**config.mk**
```make
export PLATFORM = sky130hd
export DESIGN_NAME = generic_1bit_mux_flat
export DESIGN_NICKNAME = d
export VERILOG_FILES = /design/src/rtl/generic_1bit_mux_if.sv /design/src/rtl/generic_1bit_mux.sv /design/src/flat_wrapper.sv
export SDC_FILE = /design/constraint.sdc
export NUM_CORES = 1
export LEC_CHECK = 0
export BUFFER_PORTS_ARGS = -buffer_cell sky130_fd_sc_hd__buf_4
export CAP_MARGIN = 5
export CORE_AREA = 10 10 47 49
export DETAILED_ROUTE_END_ITERATION = 10
export DIE_AREA = 0 0 57 59
export SYNTH_ARGS = -nofsm -noshare
export SYNTH_HDL_FRONTEND = slang
export SYNTH_SLANG_ARGS = --single-unit
```
**constraint.sdc**
```tcl
create_clock -name clk -period 1 [get_ports clk]
set_input_delay 0.15 -clock clk [delete_from_list [all_inputs] [get_ports clk]]
set_output_delay 0.15 -clock clk [all_outputs]
set_load 0.005 [all_outputs]
```
**src/rtl/generic_1bit_mux_if.sv**
```systemverilog
// Bit-select bus for generic_1bit_mux: data vector and index in, selected bit and range flag out.
// The master drives x/s and observes z/sel_err; the mux itself sits on the slave side.
interface generic_1bit_mux_if #(
    parameter int INs = 5
) ();
    localparam int SW = (INs > 1) ? $clog2(INs) : 1;

    logic [INs-1:0] x;
    logic [SW-1:0]  s;
    logic           z;
    logic           sel_err;

    modport master (
        output x,
        output s,
        input  z,
        input  sel_err
    );

    modport slave (
        input  x,
        input  s,
        output z,
        output sel_err
    );
endinterface

```
**src/rtl/generic_1bit_mux.sv**
```systemverilog
// N-input, 1-bit multiplexer with registered output and an out-of-range select flag.
// Synchronous active-low reset clears both outputs and takes priority over data.
module generic_1bit_mux #(
    parameter int INs = 5
) (
    input  logic                clk,
    input  logic                rst_n,
    generic_1bit_mux_if.slave   bus
);
    localparam int SW = (INs > 1) ? $clog2(INs) : 1;

    logic [INs-1:0] w_dec;
    logic           w_sel_bit;
    logic           w_in_range;
    logic           r_z;
    logic           r_sel_err;

    // One-hot decode of the select; masking with the decode keeps X on unselected bits out of z.
    always_comb begin
        w_dec = {INs{1'b0}};
        for (int i = 0; i < INs; i++) begin
            w_dec[i] = (32'(bus.s) == 32'(i));
        end
        w_sel_bit  = |(bus.x & w_dec);
        w_in_range = |w_dec;
    end

    // Output register: reset first, otherwise load the selected bit and range flag.
    always_ff @(posedge clk) begin
        if (!rst_n) begin
            r_z       <= 1'b0;
            r_sel_err <= 1'b0;
        end else begin
            r_z       <= w_sel_bit;
            r_sel_err <= ~w_in_range;
        end
    end

    assign bus.z       = r_z;
    assign bus.sel_err = r_sel_err;
endmodule

```
**src/flat_wrapper.sv**
```systemverilog
// flat-port wrapper written by rule: the top's interface ports become plain ports
module generic_1bit_mux_flat 
#(
    parameter int INs = 5
)
  (clk, rst_n, bus_x, bus_s, bus_z, bus_sel_err);
  generic_1bit_mux_if #(.INs(INs)) bus_i ();
  input  logic clk;
  input  logic rst_n;
  input wire logic [$bits(bus_i.x)-1:0] bus_x;
  input wire logic [$bits(bus_i.s)-1:0] bus_s;
  output wire logic [$bits(bus_i.z)-1:0] bus_z;
  output wire logic [$bits(bus_i.sel_err)-1:0] bus_sel_err;
  assign bus_i.x = bus_x;
  assign bus_i.s = bus_s;
  assign bus_z = bus_i.z;
  assign bus_sel_err = bus_i.sel_err;
  generic_1bit_mux #(.INs(INs)) u_core (.clk(clk), .rst_n(rst_n), .bus(bus_i));
endmodule
```
==> impl_results.md <==
* Register area share after synthesis at 0.352
* GRT Overall Usage at 0.0276
* Category of the most critical setup path: register to output pin
* Peak VDD IR at 0.000267 V
* CTS hold repair buffers at 0
* Vias in the first global route at 159
* # rows at 14
* Via count at 137
* Avg Inst Size Synth at 9.49 um2
* Final hold violations at 0
* Antenna Cells at 0
* H-tree Lvls at 1
* Root Buffer: clkbuf_4
* Post-route insts no fill at 42
* WHS Endpoint: u_core.bus.z
* Ports at 12
* Max-cap violation count at 0
* Number of nets in the layout at 38
* Die Width at 57 um
* Drt pass-1 iters at 4
* Initial antenna violation count at 0
* First-pass GRT wire length at 648 um
* Post-route ant nets at 0
* CP Launch Point: u_core.bus.sel_err
* Die H at 59 um
* Relative slew slack at 0.871
* Worst EP arrival at 630 ps
* Synth Warn # at 0
* Placed Instances at 39
* # clock sinks at 2
* Post-Syn Instances at 12
* Starting Density at 0.0812
* Via/cell ratio at 3.26
* Maximum clock path buffer count at 2
* Final instance area at 239 um2
* Tot Pwr at 0.000327 W
* Layout cell share with drive strength beyond 1 at 0.615
* Final setup fails at 0
* Outcome: completed
* Min cycle time layout at 782 ps
* Fillers at 167
* Period utilisation layout at 0.782
* Crit-path slowest cell: dfxtp_1
* Crit path largest cell delay at 280 ps
* DRT Wirelength at 400 um
* Gpl congestion at 0.596
* Final Slew Violations at 0
* Pwr/cell area at 1370 mW/mm2
* Syn Nets at 22
* Post-CTS sizing at 0
* Die ar. at 0.00336 mm2
* WHS Path Cells at 2
* CTS tree: done
* Post-CTS Setup Bufs at 0
* Sum of negative setup slack at 0 ps
* TritonCTS Buffers at 3
* Delay-heaviest family, CP: flip-flops
* Worst-path cell chain: buf_4
* Netlist cell types at 7
* RSZ-0062 raised after global routing: false
* Worst-Margin Slew at 188 ps
* Area grow syn2layout at 110%
* Max Fanout on Critical Path at 1
* Fmax at 1280 MHz
* Drt drc at 0
* GRT Residual Overflow at 0
* Util after Layout at 0.171
* CP Capture Type: output pin
* Worst Path Buf+Inv at 1
* Core Region at 0.00140 mm2
* Leakage at 0.123 nW
* Worst hold start: bus_s[2]
* IO Port Bufs at 11
* Placed cell areas at 216 um2
* Clock slew at reported path FFs at 30 ps
* Seq cells post-synth at 2
* Largest net degree at the start of global routing at 4
* Startpoint Class: register
* Post-synthesis cell area at 114 um2
* Initial drt markers at 5
* Required time of the critical path at 850 ps
* Hold crit path type: input pin to register
* Avg WL per Cell at 9.52 um
[sequential cells by signal, indices dropped and copies added, names as in the netlist]
register            count
u_core.bus.sel_err      1
u_core.bus.z            1
[report_power, final]
| part | switching, W | total, W | internal (W) |
|---|---|---|---|
| clock | 0.0000455 | 0.000178 | 0.000132 |
| combinational | 0.0000209 | 0.0000632 | 0.0000423 |
| sequential | 0.00000111 | 0.0000864 | 0.0000853 |
[layout by cell type, fill, tap and decap left out]
cell	netlist	layout
dfxtp_1	2	2
clkbuf_4	0	3
nand2_1	3	3
buf_4	0	11
inv_1	1	1
o32ai_2	1	1
mux2i_1	2	2
mux2_4	1	1
nor2_1	2	2
[cell usage after synthesis]
master | count | area (um2)
inv_1 | 1 | 3.75
mux2_4 | 1 | 15.0
nand2_1 | 3 | 11.3
o32ai_2 | 1 | 16.3
mux2i_1 | 2 | 20.0
dfxtp_1 | 2 | 40.0
nor2_1 | 2 | 7.51
[through the flow]
| stage | hold WS, ps | setup WS, ps |
|---|---|---|
| after CTS | 154 | 204 |
| after global placement | 387 | 94.5 |
| after global routing | 158 | 187 |
| final | 164 | 218 |
| after detailed placement | 394 | 71.4 |
| after floorplan | 264 | 244 |
[final cells by class]
class | count | area, um2 | share of cell area
timing repair buffer | 11 | 82.6 | 0.346
multi-input combinational | 9 | 70.1 | 0.293
sequential | 2 | 40.0 | 0.168
clock buffer | 3 | 22.5 | 0.0942
tap | 16 | 20.0 | 0.0838
inverter | 1 | 3.75 | 0.0157
[worst max path at each step]
stage                     slack (ps)            to  depth (start not counted)
after floorplan                  240  u_core.bus.z                          3
after global placement            90  u_core.bus.z                          4
after detailed placement          70  u_core.bus.z                          4
after CTS                        200         bus_z                          1
after global routing             190         bus_z                          1
final                            220   bus_sel_err                          1
[metal layers]
metal,routed length (um),up-vias,GRT usage
met5,0,-,0
met4,0,0,0.0201
met2,83,12,0.0202
met1,197,55,0.0249
li1,-,70,-
met3,119,0,0.0515
[cell families (layout without fill, tap and decap cells)]
logic type | Yosys count | after routing | synth area share
buffers and inverters | 1 | 15 | 0.0329
AND/OR/NAND/NOR | 5 | 5 | 0.165
flip-flops | 2 | 2 | 0.352
multiplexers | 3 | 3 | 0.308
AO/OA/AOI/OAI | 1 | 1 | 0.143
No activity file was read; power rests on OpenSTA's default activity.
